`src/rtl/ifetch_queue_pkg.sv`:
```
// ifetch_queue_pkg: shared types for the decoupled instruction-fetch unit.
//   ifq_entry_t  - one prefetch queue entry (PC + instruction word)
//   ifq_state_t  - fetch request state (idle / keep response / drop response)
//   ibus_req_t   - instruction bus request  (valid, addr)
//   ibus_resp_t  - instruction bus response (addr_ok, data_ok, data)
package ifetch_queue_pkg;

  typedef struct packed {
    logic [63:0] pc;
    logic [31:0] instr;
  } ifq_entry_t;

  typedef enum logic [1:0] {
    IFQ_IDLE = 2'd0,
    IFQ_WAIT = 2'd1,
    IFQ_DROP = 2'd2
  } ifq_state_t;

  typedef struct packed {
    logic        valid;
    logic [63:0] addr;
  } ibus_req_t;

  typedef struct packed {
    logic        addr_ok;
    logic        data_ok;
    logic [31:0] data;
  } ibus_resp_t;

endpackage

```
`src/rtl/ifetch_queue_if.sv`:
```
// ifetch_queue_if: instruction bus between the fetch unit and memory.
//   ireq  - request from fetch unit (valid, addr)
//   iresp - response from memory (addr_ok, data_ok, data)
//   master modport: fetch unit side; slave modport: memory side.
interface ifetch_queue_if;
  import ifetch_queue_pkg::*;

  ibus_req_t  ireq;
  ibus_resp_t iresp;

  modport master (output ireq, input iresp);
  modport slave  (input ireq, output iresp);
endinterface

```
`src/rtl/ifetch_queue_fifo.sv`:
```
// ifq_fifo: circular prefetch buffer of DEPTH ifq_entry_t, no bus logic.
//   clk, rst_n   - clock, asynchronous active-low reset
//   i_flush      - synchronous flush (empties the queue at the edge)
//   i_push       - write i_push_data at the tail
//   i_pop        - advance the head (ignored when empty)
//   o_head       - entry at the head
//   o_count      - number of occupied entries
module ifq_fifo
  import ifetch_queue_pkg::*;
#(
  parameter int DEPTH = 4
) (
  input  logic                     clk,
  input  logic                     rst_n,
  input  logic                     i_flush,
  input  logic                     i_push,
  input  ifq_entry_t               i_push_data,
  input  logic                     i_pop,
  output ifq_entry_t               o_head,
  output logic [$clog2(DEPTH):0]   o_count
);

  localparam int PW = $clog2(DEPTH);
  localparam int CW = PW + 1;

  ifq_entry_t    r_mem [DEPTH];
  logic [PW-1:0] r_head;
  logic [PW-1:0] r_tail;
  logic [CW-1:0] r_count;

  logic w_pop;
  logic w_push;

  assign w_pop  = i_pop && (r_count != '0);
  // A push into a full queue is only legal when the head leaves in the same cycle.
  assign w_push = i_push && ((r_count != CW'(DEPTH)) || w_pop);

  always_ff @(posedge clk or negedge rst_n) begin
    if (!rst_n) begin
      r_head  <= '0;
      r_tail  <= '0;
      r_count <= '0;
      for (int i = 0; i < DEPTH; i++) r_mem[i] <= '0;
    end else if (i_flush) begin
      r_head  <= '0;
      r_tail  <= '0;
      r_count <= '0;
    end else begin
      if (w_push) begin
        r_mem[r_tail] <= i_push_data;
        r_tail        <= r_tail + 1'b1;
      end
      if (w_pop) r_head <= r_head + 1'b1;
      case ({w_push, w_pop})
        2'b10:   r_count <= r_count + 1'b1;
        2'b01:   r_count <= r_count - 1'b1;
        default: r_count <= r_count;
      endcase
    end
  end

  assign o_head  = r_mem[r_head];
  assign o_count = r_count;

endmodule

```
`src/rtl/ifetch_queue.sv`:
```
// ifetch_queue: decoupled instruction fetch with a prefetch queue.
// Keeps one sequential ibus request outstanding while the queue has room,
// buffers {pc, instr}, and hands entries to decode over valid/ready.
// A redirect flushes the queue and restarts fetch; a response already in
// flight at redirect time is consumed and dropped (DROP state).
// Optional feature macro: IFQ_BYPASS_EN (same-cycle data_ok -> deq bypass
// when the queue is empty).
//   clk, rst_n         - clock, asynchronous active-low reset
//   bus                - ifetch_queue_if.master (ireq out, iresp in)
//   i_redirect_valid   - flush and restart at i_redirect_pc
//   i_redirect_pc      - new fetch PC
//   o_deq_valid        - head entry valid
//   i_deq_ready        - decode takes the head this cycle
//   o_deq_pc/instr     - head entry
//   o_count            - occupied entries
module ifetch_queue
  import ifetch_queue_pkg::*;
#(
  parameter int          DEPTH    = 4,
  parameter logic [63:0] RESET_PC = 64'h8000_0000
) (
  input  logic                   clk,
  input  logic                   rst_n,
  ifetch_queue_if.master         bus,
  input  logic                   i_redirect_valid,
  input  logic [63:0]            i_redirect_pc,
  output logic                   o_deq_valid,
  input  logic                   i_deq_ready,
  output logic [63:0]            o_deq_pc,
  output logic [31:0]            o_deq_instr,
  output logic [$clog2(DEPTH):0] o_count
);

  localparam int CW = $clog2(DEPTH) + 1;

  ifq_state_t  r_state,     w_state_nxt;
  logic [63:0] r_fetch_pc,  w_fetch_pc_nxt;
  logic        r_req_valid, w_req_valid_nxt;
  logic [63:0] r_req_addr,  w_req_addr_nxt;

  logic          w_data_ok;
  logic          w_take;
  logic          w_push;
  logic          w_fifo_pop;
  logic [CW:0]   w_occ_nxt;
  logic          w_space;
  ifq_entry_t    w_head;
  ifq_entry_t    w_push_entry;
  logic [CW-1:0] w_count;

  assign w_data_ok    = bus.iresp.data_ok;
  // Response kept for decode: only in WAIT and not killed by a same-cycle redirect.
  assign w_take       = (r_state == IFQ_WAIT) && w_data_ok && !i_redirect_valid;
  assign w_push_entry = '{pc: r_req_addr, instr: bus.iresp.data};

`ifdef IFQ_BYPASS_EN
  logic w_bypass;
  assign w_bypass    = w_take && (w_count == '0);
  assign o_deq_valid = ((w_count != '0) || w_bypass) && !i_redirect_valid;
  assign o_deq_pc    = w_bypass ? r_req_addr : w_head.pc;
  assign o_deq_instr = w_bypass ? bus.iresp.data : w_head.instr;
  assign w_push      = w_take && !(w_bypass && i_deq_ready);
  assign w_fifo_pop  = o_deq_valid && i_deq_ready && !w_bypass;
`else
  assign o_deq_valid = (w_count != '0) && !i_redirect_valid;
  assign o_deq_pc    = w_head.pc;
  assign o_deq_instr = w_head.instr;
  assign w_push      = w_take;
  assign w_fifo_pop  = o_deq_valid && i_deq_ready;
`endif

  // Occupancy after this edge decides whether another request may be issued.
  assign w_occ_nxt = {1'b0, w_count} + {{CW{1'b0}}, w_push} - {{CW{1'b0}}, w_fifo_pop};
  assign w_space   = w_occ_nxt < (CW+1)'(DEPTH);

  ifq_fifo #(.DEPTH(DEPTH)) u_fifo (
    .clk         (clk),
    .rst_n       (rst_n),
    .i_flush     (i_redirect_valid),
    .i_push      (w_push),
    .i_push_data (w_push_entry),
    .i_pop       (w_fifo_pop),
    .o_head      (w_head),
    .o_count     (w_count)
  );

  always_comb begin
    w_state_nxt     = r_state;
    w_fetch_pc_nxt  = r_fetch_pc;
    w_req_valid_nxt = r_req_valid;
    w_req_addr_nxt  = r_req_addr;
    unique case (r_state)
      IFQ_IDLE: begin
        if (i_redirect_valid) begin
          w_state_nxt     = IFQ_WAIT;
          w_fetch_pc_nxt  = i_redirect_pc;
          w_req_valid_nxt = 1'b1;
          w_req_addr_nxt  = i_redirect_pc;
        end else if (w_space) begin
          w_state_nxt     = IFQ_WAIT;
          w_req_valid_nxt = 1'b1;
          w_req_addr_nxt  = r_fetch_pc;
        end
      end
      IFQ_WAIT: begin
        if (i_redirect_valid) begin
          w_fetch_pc_nxt = i_redirect_pc;
          if (w_data_ok) begin
            w_req_addr_nxt = i_redirect_pc;
          end else begin
            // Request still in flight: hold addr until its response drains.
            w_state_nxt = IFQ_DROP;
          end
        end else if (w_data_ok) begin
          w_fetch_pc_nxt = r_fetch_pc + 64'd4;
          if (w_space) begin
            w_req_addr_nxt = r_fetch_pc + 64'd4;
          end else begin
            w_state_nxt     = IFQ_IDLE;
            w_req_valid_nxt = 1'b0;
          end
        end
      end
      IFQ_DROP: begin
        if (i_redirect_valid) begin
          w_fetch_pc_nxt = i_redirect_pc;
          if (w_data_ok) begin
            w_state_nxt    = IFQ_WAIT;
            w_req_addr_nxt = i_redirect_pc;
          end
        end else if (w_data_ok) begin
          w_state_nxt    = IFQ_WAIT;
          w_req_addr_nxt = r_fetch_pc;
        end
      end
      default: begin
        w_state_nxt     = IFQ_IDLE;
        w_req_valid_nxt = 1'b0;
      end
    endcase
  end

  always_ff @(posedge clk or negedge rst_n) begin
    if (!rst_n) begin
      r_state     <= IFQ_IDLE;
      r_fetch_pc  <= RESET_PC;
      r_req_valid <= 1'b0;
      r_req_addr  <= '0;
    end else begin
      r_state     <= w_state_nxt;
      r_fetch_pc  <= w_fetch_pc_nxt;
      r_req_valid <= w_req_valid_nxt;
      r_req_addr  <= w_req_addr_nxt;
    end
  end

  assign bus.ireq = '{valid: r_req_valid, addr: r_req_addr};
  assign o_count  = w_count;

endmodule

```
`src/flat_wrapper.sv`:
```
// flat-port wrapper written by rule: the top's interface ports become plain ports
module ifetch_queue_flat import ifetch_queue_pkg::*;
#(
  parameter int          DEPTH    = 4,
  parameter logic [63:0] RESET_PC = 64'h8000_0000
)
  (clk, rst_n, i_redirect_valid, i_redirect_pc, o_deq_valid, i_deq_ready, o_deq_pc, o_deq_instr, o_count, bus_ireq, bus_iresp);
  ifetch_queue_if bus_i ();
  input  logic clk;
  input  logic rst_n;
  input  logic i_redirect_valid;
  input  logic [63:0] i_redirect_pc;
  output logic o_deq_valid;
  input  logic i_deq_ready;
  output logic [63:0] o_deq_pc;
  output logic [31:0] o_deq_instr;
  output logic [$clog2(DEPTH):0] o_count;
  output wire logic [$bits(bus_i.ireq)-1:0] bus_ireq;
  input wire logic [$bits(bus_i.iresp)-1:0] bus_iresp;
  assign bus_ireq = bus_i.ireq;
  assign bus_i.iresp = bus_iresp;
  ifetch_queue #(.DEPTH(DEPTH), .RESET_PC(RESET_PC)) u_core (.clk(clk), .rst_n(rst_n), .bus(bus_i), .i_redirect_valid(i_redirect_valid), .i_redirect_pc(i_redirect_pc), .o_deq_valid(o_deq_valid), .i_deq_ready(i_deq_ready), .o_deq_pc(o_deq_pc), .o_deq_instr(o_deq_instr), .o_count(o_count));
endmodule
```
`config.mk`:
```
export PLATFORM = sky130hd
export DESIGN_NAME = ifetch_queue_flat
export DESIGN_NICKNAME = d
export VERILOG_FILES = /design/src/rtl/ifetch_queue_pkg.sv /design/src/rtl/ifetch_queue_if.sv /design/src/rtl/ifetch_queue_fifo.sv /design/src/rtl/ifetch_queue.sv /design/src/flat_wrapper.sv
export SDC_FILE = /design/constraint.sdc
export NUM_CORES = 1
export LEC_CHECK = 0
export CORE_ASPECT_RATIO = 1.4
export CORE_MARGIN = 1
export CORE_UTILIZATION = 30
export CTS_BUF_LIST = sky130_fd_sc_hd__clkbuf_16
export CTS_CLUSTER_DIAMETER = 80
export DETAILED_ROUTE_END_ITERATION = 6
export GPL_TIMING_DRIVEN = 0
export HOLD_SLACK_MARGIN = 0.15
export PLACE_DENSITY = 0.44
export SYNTH_ARGS = -nofsm -noshare
export SYNTH_HDL_FRONTEND = slang
export SYNTH_SLANG_ARGS = --single-unit
```
`constraint.sdc`:
```
create_clock -name clk -period 3.5 [get_ports clk]
set_input_delay 0.7 -clock clk [delete_from_list [all_inputs] [get_ports clk]]
set_output_delay 0.7 -clock clk [all_outputs]
set_load 0.05 [all_outputs]
```
==> results of run 1 <==
## Yosys cell counts (4+ instances only)
master                      instances
sky130_fd_sc_hd__a22oi_1           10
sky130_fd_sc_hd__nand2b_1           9
sky130_fd_sc_hd__o21a_1            10
sky130_fd_sc_hd__dfrtp_1          521
sky130_fd_sc_hd__or4_1             12
sky130_fd_sc_hd__o31ai_1           18
sky130_fd_sc_hd__mux2_2           404
sky130_fd_sc_hd__xnor2_1           21
sky130_fd_sc_hd__xor2_1             4
sky130_fd_sc_hd__mux2i_1           83
sky130_fd_sc_hd__nor4_1            23
sky130_fd_sc_hd__nor2b_1           15
sky130_fd_sc_hd__buf_1             50
sky130_fd_sc_hd__clkbuf_1         126
sky130_fd_sc_hd__o22ai_1           33
sky130_fd_sc_hd__mux4_2            96
sky130_fd_sc_hd__nor3_1            39
sky130_fd_sc_hd__o22a_1             9
sky130_fd_sc_hd__and4_1            13
sky130_fd_sc_hd__a21oi_1          153
sky130_fd_sc_hd__a211oi_1          21
sky130_fd_sc_hd__o21ai_0          121
sky130_fd_sc_hd__o211ai_1          13
sky130_fd_sc_hd__a31oi_1           28
sky130_fd_sc_hd__or3_1              8
sky130_fd_sc_hd__inv_1             26
sky130_fd_sc_hd__nand4_1           32
sky130_fd_sc_hd__nand2_1          162
sky130_fd_sc_hd__buf_2             32
sky130_fd_sc_hd__a2111oi_0          5
sky130_fd_sc_hd__a22o_1             7
sky130_fd_sc_hd__a221oi_1          10
sky130_fd_sc_hd__nor2_1           117
sky130_fd_sc_hd__nand3_1           39
sky130_fd_sc_hd__and2_1             6
sky130_fd_sc_hd__a2bb2oi_1         10
sky130_fd_sc_hd__ha_1              12
sky130_fd_sc_hd__and3_1            15
sky130_fd_sc_hd__a21o_1             9
sky130_fd_sc_hd__o221ai_1          16
## flip-flops by register name, indices dropped and copies added (netlist names)
register / cells
u_core.r_req_valid: 1
u_core.u_fifo.r_tail: 2
u_core.u_fifo.r_head: 2
u_core.u_fifo.o_count: 3
u_core.r_fetch_pc: 64
u_core.u_fifo.r_mem: 384
u_core.r_state: 2
u_core.r_req_addr: 64
## per-layer routing
metal	up-vias	track usage, %	wire [microns]
met5	-	0	22
met4	4	16.58	8616
met3	329	3.919	7158
met2	1031	43.66	58820
met1	11648	31.53	47470
li1	9615	-	-
## area by class of cell
type                            count  area [sq um]  area share, %
Inverter                           27         105.1         0.3083
Buffer                            207          1081          3.172
Multi-Input combinational cell   1631         13710          40.23
Timing Repair Buffer              280          2755          8.083
Tap cell                         1197          1498          4.394
Clock inverter                     44         411.6          1.208
Sequential cell                   522         13070          38.35
Clock buffer                       58          1451          4.258
## worst paths after layout
| path | to | cells past startpoint | slack [ns] | start |
|---|---|---|---|---|
| min | u_core.u_fifo.r_mem[154]$_DFFE_PN0P_ | 1 | 0.50 | u_core.u_fifo.r_mem[154]$_DFFE_PN0P_ |
| max | u_core.r_fetch_pc[33]$_DFFE_PN0P_ | 9 | 0.01 | u_core.r_state[0]$_DFFE_PN0P_ |
| min in group asynchronous | u_core.r_req_addr[23]$_DFFE_PN0P_ | 2 | 0.53 | rst_n |
| min reg2reg | u_core.u_fifo.r_mem[154]$_DFFE_PN0P_ | 1 | 0.50 | u_core.u_fifo.r_mem[154]$_DFFE_PN0P_ |
| max in group asynchronous | u_core.u_fifo.o_count[2]$_DFFE_PN0P_ | 5 | 0.99 | rst_n |
| max reg2reg | u_core.r_fetch_pc[33]$_DFFE_PN0P_ | 9 | 0.01 | u_core.r_state[0]$_DFFE_PN0P_ |
## timing repair
action | CTS | global route
setup endpoints to repair | 398 | 184
hold buffers | 1 | 0
hold endpoints to repair | 36 | 0
pin swaps | 1 | 3
setup buffers | 2 | 5
resized for setup | 232 | 57
## cell families (layout without fill, tap and decap cells)
family / after synthesis / count (layout) / share of synthesized area (%)
buf+inv: 239 / 616 / 3.460
mux: 583 / 583 / 27.37
fa+ha+maj: 13 / 13 / 0.6175
flops: 522 / 522 / 47.41
compound gates: 502 / 502 / 11.31
simple gates: 508 / 508 / 9.036
xor+xnor: 25 / 25 / 0.7946
## power groups by stage
stage	logic (W)	registers [W]	clock network [W]
3_3_place_gp	0.0169	0.0101	0
4_1_cts	0.0169	0.0101	0.00637
6_report	0.0171	0.0101	0.00620
5_1_grt	0.0179	0.0103	0.00661
2_1_floorplan	0.00959	0.0104	0
3_5_place_dp	0.0170	0.0102	0
## stage by stage
stage | power (W) | setup TNS [ns] | worst slack (ns) | utilization [%]
6_report | 0.03335 | 0 | 0.01422 | 37.40
5_1_grt | 0.03480 | -0.01458 | -0.01458 | 37.40
4_1_cts | 0.03334 | -0.05489 | -0.05360 | 37.27
3_5_place_dp | 0.02723 | -460.53 | -2.325 | 34.98
3_3_place_gp | 0.02699 | - | -22.25 | 34.79
2_1_floorplan | 0.01996 | 0 | 0.1174 | -
==> metrics, run 1 <==
final cell count without fillers=3966; DRC=0; number of max-capacitance violations reported=0; top post-synthesis cells by area=sky130_fd_sc_hd__dfrtp_1 (47%), sky130_fd_sc_hd__mux2_2 (17%), sky130_fd_sc_hd__mux4_2 (7.8%); Placed Cells=3861; first-pass GRT wire length=174800 microns; Placed Instance Area=0.03188 sq mm; Post-Syn Instances=2392; detailed-route wire length per cell=30.78 microns; P per Cell Area=978.3 mW/mm^2; library cell used as clock root buffer=sky130_fd_sc_hd__clkbuf_16; post-route cell area=0.03409 sq mm; max_slew headroom=9.132%; number of input and output port buffers inserted=265; 1st-pass router iterations=6; result of the run=completed; net count after synthesis=2507; most common flop cell mapped by yosys=sky130_fd_sc_hd__dfrtp_1; global-route usage over all layers=26.19%; DIE WIDTH=258.1 microns; drt total wl=122100 microns; initial drt markers=1863; family of cells with the greatest summed delay on the critical path=buffers and inverters; worst ir drop on vdd=0.0004869 V; Clk pwr share=18.6%; WHS=0.4989 ns; minimum clock period=3.486 ns; fraction of post-synthesis cell area in the top cell type by area=47.31%; worst-path cell chain=inv_1, ha_1, clkbuf_2, nor3_4, clkbuf_1, clkbuf_2, o21ai_0, a21oi_1, a21oi_1; sequential area share after synthesis=47.41%; clock transition time at the flip-flop clock pins of the worst setup and hold paths=0.07 ns; Final Net Count=2842; Int Power=0.01709 W; detailed-route via count=22627; post-synthesis cell area=0.02756 sq mm; Final period util=99.59%; leakage power=14.72 nW; Rows=131; vias in the first global route=23369; fraction of power spent switching nets=48.74%; via count normalized by instance count=5.705; detailed placer's ending HPWL=88970 microns; Slew Viols, Final=0; most frequent standard cell in the layout excluding fill and tap cells=sky130_fd_sc_hd__dfrtp_1; arrival time of the worst setup path=3.98 ns; CTS sink cnt=522; Die Area=0.09309 sq mm; share of final-layout standard cells stronger than drive strength 1=26.44%; number of buffers between clock root and the deepest sink=3; largest net degree at the start of global routing=128; final global-route overflow total=0; starting density of the core=30.24%; slowest cell on the critical path=sky130_fd_sc_hd__clkbuf_1; placeable core area=0.09113 sq mm; final weighted congestion of routability-driven global placement=0.9572; startpoint-to-endpoint class of the critical path=reg -> reg; source-to-sink clock delay at the later pin of the worst-skew pair=0.67 ns; number of buffers added by the clock tree synthesis step=58; Min-Delay Path Class=reg -> reg; RSZ-0062 raised after global routing=yes; clock tree from TritonCTS=yes; number of inserted filler cells in the final layout=9098; Async S/R FF share, synth=100.0%; Worst-Margin Slew=1.363 ns; synthesized flop and latch total=522; number of enable flip-flop cells after synthesis=0; NetSw=0.01625 W; initial antenna violation count=4; type of element capturing the critical path=register; number of primary I/O pins=267; CTS H-tree depth=2; Post-Syn Area per Cell=11.52 sq um; count of different cell masters after synthesis=76; area growth from synthesis to layout=23.69%; y dimension of the die=360.6 microns; buffer and inverter count on the worst path=4; number of failing setup endpoints in the final timing report=0; yosys warns=0; Largest stage delay, worst path=0.53 ns; final hold violations=0; CP Data Required Time=4.00 ns; largest clock skew in the final design=0.03495 ns; maximum net fanout on the critical path=10; startpoint kind of the worst setup timing path=register; post-route ant nets=0; part of the power in registers=30.2%; number of inserted diodes=0; f_max=286.9 MHz; library cell with the largest summed area after synthesis=sky130_fd_sc_hd__dfrtp_1; most used cells in the layout excluding fill and tap cells=sky130_fd_sc_hd__dfrtp_1 (517), sky130_fd_sc_hd__mux2_2 (404), sky130_fd_sc_hd__clkdlybuf4s50_1 (169), sky130_fd_sc_hd__nand2_1 (160), sky130_fd_sc_hd__a21oi_1 (152); combinational share of power=51.2%
No activity file was read; power rests on OpenSTA's default activity.
==> run 2, diff against run 1 <==
--- a/config.mk
+++ b/config.mk
@@ -9,3 +9,3 @@
 export CORE_MARGIN = 1
-export CORE_UTILIZATION = 30
+export CORE_UTILIZATION = 50
 export CTS_BUF_LIST = sky130_fd_sc_hd__clkbuf_16
@@ -15,3 +15,3 @@
 export HOLD_SLACK_MARGIN = 0.15
-export PLACE_DENSITY = 0.44
+export PLACE_DENSITY = 0.68
 export SYNTH_ARGS = -nofsm -noshare
--- a/constraint.sdc
+++ b/constraint.sdc
@@ -3,2 +3,2 @@
 set_output_delay 0.7 -clock clk [all_outputs]
-set_load 0.05 [all_outputs]
+set_load 0.02 [all_outputs]
==> run 2 against run 1 <==
  * The flow now finishes with violations (capacitance limit, slew limit, setup timing)
  * Via count increased by 1.5%
  * Sequential cell count unchanged
  * Sequential power about the same
  * Non-clock buffer count unchanged
  * Die area decreased by 40%
  * Power decreased by 8.0%
  * Critical path depth decreased by 1
  * Register-to-register slack got worse by 0.06 ns
  * Cell count decreased by 12%
  * Count of clock-buffer cells in the layout decreased by 5
==> metrics, run 2 (synthesized netlist as in run 1, its figures left out) <==
number of buffers added by the clock tree synthesis step=53 (-8.6%); CTS sink cnt=522 (unchanged); initial antenna violation count=6 (+2); detailed placer's ending HPWL=77300 microns (-13%); final global-route overflow total=0 (unchanged); Die Area=0.05607 sq mm (-40%); final hold violations=0 (unchanged); biggest regs=u_core.u_fifo.r_mem: 384 flops, u_core.r_fetch_pc: 64 flops, u_core.r_req_addr: 64 flops; flip-flop count of the largest register, all copies and words added=384 (unchanged); leakage power=14.34 nW (-2.6%); via count normalized by instance count=6.591 (+16%); most frequent standard cell in the layout excluding fill and tap cells=sky130_fd_sc_hd__dfrtp_1; startpoint kind of the worst setup timing path=register; source-to-sink clock delay at the later pin of the worst-skew pair=0.63 ns (-0.04 ns); initial drt markers=2287 (+23%); area growth from synthesis to layout=21.14%; detailed-route wire length per cell=31.01 microns (+0.72%); Slew Viols, Final=11 (+11); clock tree from TritonCTS=yes; placeable core area=0.05434 sq mm (-40%); starting density of the core=50.71% (+20 points); number of primary I/O pins=267 (unchanged); number of input and output port buffers inserted=265 (unchanged); fin worst setup slack=-0.04281 ns (-0.05703 ns); Final Net Count=2837 (-0.18%); met2 capacity usage during global routing=62.39% (+19 points); final weighted congestion of routability-driven global placement=1.023 (+6.9%); P per Cell Area=919.4 mW/mm^2 (-6.0%); global-route usage over all layers=38.65% (+12 points); clock transition time at the flip-flop clock pins of the worst setup and hold paths=0.08 ns (about the same); minimum clock period=3.543 ns (+0.05703 ns); share of final-layout standard cells stronger than drive strength 1=25.73% (-0.70 points); Placed Instance Area=0.03125 sq mm (-2.0%); DRC=0 (unchanged); CP Data Required Time=4.04 ns (+0.04 ns); maximum net fanout on the critical path=10 (unchanged); DIE WIDTH=200.4 microns (-22%); worst ir drop on vdd=0.0004989 V (+2.5%); Register-to-Register Setup Slack=-0.04 ns (-0.06 ns); violations in the final reports=capacitance limit, slew limit, setup timing; number of max-capacitance violations reported=1 (+1); arrival time of the worst setup path=4.08 ns (+0.10 ns); startpoint-to-endpoint class of the critical path=reg -> reg; most used cells in the layout excluding fill and tap cells=sky130_fd_sc_hd__dfrtp_1 (517), sky130_fd_sc_hd__mux2_2 (404), sky130_fd_sc_hd__clkdlybuf4s50_1 (263), sky130_fd_sc_hd__nand2_1 (162), sky130_fd_sc_hd__a21oi_1 (153); met1 GRT Util=46.55% (+15 points); library cell used as clock root buffer=sky130_fd_sc_hd__clkbuf_16; Worst-Margin Slew=1.609 ns (+0.2455 ns); y dimension of the die=279.8 microns (-22%); number of inserted filler cells in the final layout=4409 (-52%); largest clock skew in the final design=0.02299 ns (-0.01196 ns); post-route cell area=0.03338 sq mm (-2.1%); number of buffers between clock root and the deepest sink=3 (unchanged); max_slew headroom=-7.238% (-16 points); f_max=282.3 MHz (-1.6%); Min-Delay Path Class=reg -> reg; CTS H-tree depth=2 (unchanged); final total power=0.03069 W (-8.0%); drt total wl=108100 microns (-11%); Reg with most FFs=u_core.u_fifo.r_mem; type of element capturing the critical path=register; 1st-pass router iterations=7 (+1); result of the run=complete, but fails checks; first-pass GRT wire length=157700 microns (-9.8%); Rows=101 (-23%); detailed-route via count=22977 (+1.5%); utilization after layout=61.43% (+24 points); Final period util=101.2% (+1.6 points); global-route track usage on met3=7.992% (+4.1 points); post-route ant nets=0 (unchanged); Top Usage Layer GRT=met2; largest net degree at the start of global routing=124 (-3.1%); number of failing setup endpoints in the final timing report=2 (+2); vias in the first global route=23133 (-1.0%); RSZ-0062 raised after global routing=yes
==> run 2: through the flow <==
step,hold slack [ns],setup slack [ns],TNS (ns),std cells
detailed placement,0.4876,-1.880,-306.29,3383
finish,0.4986,-0.04281,-0.04311,3486
floorplan,0.4044,0.2177,0,2392
CTS,0.5008,0.006799,0,3481
global route,0.5117,-0.04427,-0.06769,3486
global placement,0.4809,-20.78,-,3378
==> run 2: repair_timing <==
action                                  in CTS  in global routing
buffers inserted                             3                  4
endpoints found under the setup margin     341                209
gates resized for setup                     96                 63
hold buffers                                 1                  0
endpoints found under the hold margin       55                  0
pin swaps                                    0                  2
==> run 2: cell type report <==
| type | instances | area, sq um | share of cell area [%] |
|---|---|---|---|
| flip-flops and latches | 522 | 13070 | 39.15 |
| repair buffers | 278 | 2853 | 8.546 |
| multi-input cells | 1631 | 13680 | 40.99 |
| clock inverters | 43 | 406.6 | 1.218 |
| inverters | 27 | 105.1 | 0.3148 |
| clock buffers | 53 | 1326 | 3.973 |
| plain buffers | 209 | 1032 | 3.092 |
| diodes | 2 | 5.005 | 0.01499 |
| well taps | 721 | 902.1 | 2.702 |
==> run 2: worst paths after layout <==
path,to,start,cells after the start
worst max-delay path,u_core.r_req_addr[52]$_DFFE_PN0P_,u_core.r_state[1]$_DFFE_PN0P_,8
worst min-delay path,u_core.u_fifo.r_mem[190]$_DFFE_PN0P_,u_core.u_fifo.r_mem[190]$_DFFE_PN0P_,1
worst max register to register,u_core.r_req_addr[52]$_DFFE_PN0P_,u_core.r_state[1]$_DFFE_PN0P_,8
worst min register to register,u_core.u_fifo.r_mem[190]$_DFFE_PN0P_,u_core.u_fifo.r_mem[190]$_DFFE_PN0P_,1
max in group asynchronous,u_core.r_req_addr[28]$_DFFE_PN0P_,rst_n,5
min in group asynchronous,u_core.u_fifo.r_mem[209]$_DFFE_PN0P_,rst_n,2
==> run 2: power by group <==
group	total (W)	leakage [nW]	switching, W	internal [W]
Clock	0.00578	0.862	0.00257	0.00322
Combinational	0.0149	6.74	0.00876	0.00614
Sequential	0.0100	6.74	0.00212	0.00789
Total	0.0307	14.3	0.0134	0.0172
==> run 2: layer usage <==
| metal | vias up | wire length (microns) | share of wire [%] |
|---|---|---|---|
| met5 | - | 0 | 0 |
| met2 | 1319 | 50700 | 47 |
| met3 | 419 | 9000 | 8.3 |
| met1 | 11626 | 39440 | 36 |
| met4 | 0 | 8941 | 8.3 |
| li1 | 9613 | - | - |
==> run 2: worst max-delay path: stages, from the launching register on <==
cell and delay [ns]:
sky130_fd_sc_hd__dfrtp_1 0.44, sky130_fd_sc_hd__inv_1 0.13, sky130_fd_sc_hd__ha_1 0.26, sky130_fd_sc_hd__nor2b_1 0.15, sky130_fd_sc_hd__clkbuf_1 0.38, sky130_fd_sc_hd__clkbuf_1 0.76
sky130_fd_sc_hd__clkbuf_1 0.73, sky130_fd_sc_hd__o21ai_0 0.28, sky130_fd_sc_hd__a211oi_1 0.31
==> run 3, diff against run 2 <==
CORE_UTILIZATION = 47   (was 50)
PLACE_DENSITY = 0.65   (was 0.68)
TNS_END_PERCENT = 1   (was unset)
==> run 3 against run 2 <==
  * The flow finishes with violations (DRC, capacitance limit, setup timing)
  * Routed wire length rose by 2.9%
  * Non-clock buffer count fell by 4
  * Die area rose by 6.3%
  * First-iteration DRC count rose by 3.6%
  * Critical path depth fell by 1
  * Worst hold slack got worse by 0.39 ns
  * Core utilization fell by 3.9 points
  * Register-to-register slack got worse by 0.11 ns
==> metrics, run 3 (synthesized netlist as in run 1, its figures left out) <==
result of the run=complete, but fails checks; violations in the final reports=DRC, capacitance limit, setup timing; final total power=0.03049 W (-0.64%); Rows=104 (+3.0%); vias in the first global route=22883 (-1.1%); Slew Viols, Final=0 (-11); detailed-route wire length per cell=31.77 microns (+2.5%); Placed Instance Area=0.03128 sq mm (about the same); number of buffers added by the clock tree synthesis step=53 (unchanged); number of input and output port buffers inserted=265 (unchanged); arrival time of the worst setup path=4.16 ns (+0.08 ns); fin worst setup slack=-0.1522 ns (-0.1094 ns); via count normalized by instance count=6.566 (-0.39%); starting density of the core=47.70% (-3.0 points); biggest regs=u_core.u_fifo.r_mem: 384 flops, u_core.r_fetch_pc: 64 flops, u_core.r_req_addr: 64 flops; global-route usage over all layers=37.49% (-1.2 points); 1st-pass router iterations=7 (unchanged); library cell used as clock root buffer=sky130_fd_sc_hd__clkbuf_16; leakage power=14.30 nW (-0.31%); maximum net fanout on the critical path=10 (unchanged); largest net degree at the start of global routing=129 (+4.0%); RSZ-0062 raised after global routing=yes; CTS H-tree depth=2 (unchanged); max_slew headroom=0.2929% (+7.5 points); startpoint kind of the worst setup timing path=register; final cell count without fillers=3500 (+0.40%); number of failing setup endpoints in the final timing report=16 (+14); most used cells in the layout excluding fill and tap cells=sky130_fd_sc_hd__dfrtp_1 (517), sky130_fd_sc_hd__mux2_2 (404), sky130_fd_sc_hd__clkdlybuf4s50_1 (256), sky130_fd_sc_hd__nand2_1 (162), sky130_fd_sc_hd__a21oi_1 (152); worst-path cell chain=inv_1, ha_1, clkbuf_1, buf_1, clkbuf_1, o211ai_1, a22o_1; number of max-capacitance violations reported=1 (unchanged); Placed Cells=3404 (+0.62%); Worst-Margin Slew=1.496 ns (-0.1130 ns); flip-flop count of the largest register, all copies and words added=384 (unchanged); y dimension of the die=288.5 microns (+3.1%); Largest stage delay, worst path=0.86 ns (+0.10 ns); DRC=46 (+46); initial drt markers=2369 (+3.6%); drt total wl=111200 microns (+2.9%); CTS sink cnt=522 (unchanged); most repeated library cell on the critical path=sky130_fd_sc_hd__clkbuf_1; Register-to-Register Setup Slack=-0.15 ns (-0.11 ns); number of primary I/O pins=267 (unchanged); slowest cell on the critical path=sky130_fd_sc_hd__buf_1; Die Area=0.05962 sq mm (+6.3%); number of buffers between clock root and the deepest sink=3 (unchanged); first-pass GRT wire length=159600 microns (+1.2%); worst ir drop on vdd=0.0004147 V (-17%); CP Data Required Time=4.01 ns (-0.03 ns); f_max=273.8 MHz (-3.0%); Min-Delay Path Class=in -> async; clock tree from TritonCTS=yes; post-route ant nets=0 (unchanged); Final period util=104.3% (+3.1 points); placeable core area=0.05778 sq mm (+6.3%); Final Net Count=2833 (-0.14%); final hold violations=0 (unchanged); DIE WIDTH=206.6 microns (+3.1%); minimum clock period=3.652 ns (+0.1094 ns); utilization after layout=57.58% (-3.9 points); area growth from synthesis to layout=20.71%; final global-route overflow total=0 (unchanged); buffer and inverter count on the worst path=4 (unchanged); source-to-sink clock delay at the later pin of the worst-skew pair=0.64 ns (about the same); detailed placer's ending HPWL=79800 microns (+3.2%); most frequent standard cell in the layout excluding fill and tap cells=sky130_fd_sc_hd__dfrtp_1; clock transition time at the flip-flop clock pins of the worst setup and hold paths=0.07 ns (about the same); detailed-route via count=22980 (+0.013%); final weighted congestion of routability-driven global placement=1.007 (-1.6%); P per Cell Area=916.7 mW/mm^2 (-0.29%); share of final-layout standard cells stronger than drive strength 1=25.11% (-0.62 points); Reg with most FFs=u_core.u_fifo.r_mem; worst slack after detailed placement=-1.684 ns (+0.1966 ns); startpoint-to-endpoint class of the critical path=reg -> reg; type of element capturing the critical path=register; largest clock skew in the final design=0.03386 ns (+0.01087 ns); family of cells with the greatest summed delay on the critical path=buffers and inverters; initial antenna violation count=2 (-4); post-route cell area=0.03326 sq mm (-0.35%)
## run 3: cell type report
type	instances	area (sq um)
inverter	27	106.4
clock buffer	53	1326
buffer	210	1030
multi-input combinational	1631	13700
timing repair buffer	273	2803
sequential	522	13070
antenna	2	5.005
clock inverter	40	294.0
tap	742	928.4
fill	4839	24510
## run 3: what timing repair did
action,in CTS,in global routing
pin swaps,0,1
hold buffers,0,0
endpoints found under the setup margin,362,495
resized for setup,111,51
buffers inserted,1,2
## run 3: per-stage QoR
stage | TNS (ns) | hold slack [ns]
floorplan | 0 | 0.4044
global placement | - | 0.4803
detailed placement | -297.96 | 0.4872
CTS | -4.620 | 0.1564
global route | -1.097 | 0.1801
finish | -1.158 | 0.1114
## run 3: worst paths after layout
path,start,endpoint,depth (start not counted)
min reg2reg,u_core.u_fifo.r_mem[9]$_DFFE_PN0P_,u_core.u_fifo.r_mem[9]$_DFFE_PN0P_,1
max in group asynchronous,rst_n,u_core.r_req_addr[32]$_DFFE_PN0P_,3
min in group clk,u_core.u_fifo.r_mem[9]$_DFFE_PN0P_,u_core.u_fifo.r_mem[9]$_DFFE_PN0P_,1
max reg2reg,u_core.r_state[0]$_DFFE_PN0P_,u_core.r_req_addr[17]$_DFFE_PN0P_,7
min,rst_n,u_core.u_fifo.r_mem[208]$_DFFE_PN0P_,1
max,u_core.r_state[0]$_DFFE_PN0P_,u_core.r_req_addr[17]$_DFFE_PN0P_,7
## run 3: report_power, final
group          switching (W)  internal, W
Sequential           0.00216      0.00789
Combinational        0.00885      0.00612
Clock                0.00251      0.00297
Total                 0.0135       0.0170
## run 3: layer usage
metal  track usage, %  vias up  part of all wire [%]
li1                 -     9586                     -
met1            45.89    11701                    37
met2            60.74     1306                    47
met3            7.639      385                   8.5
met4            22.76        2                   7.2
met5                0        -                 0.012
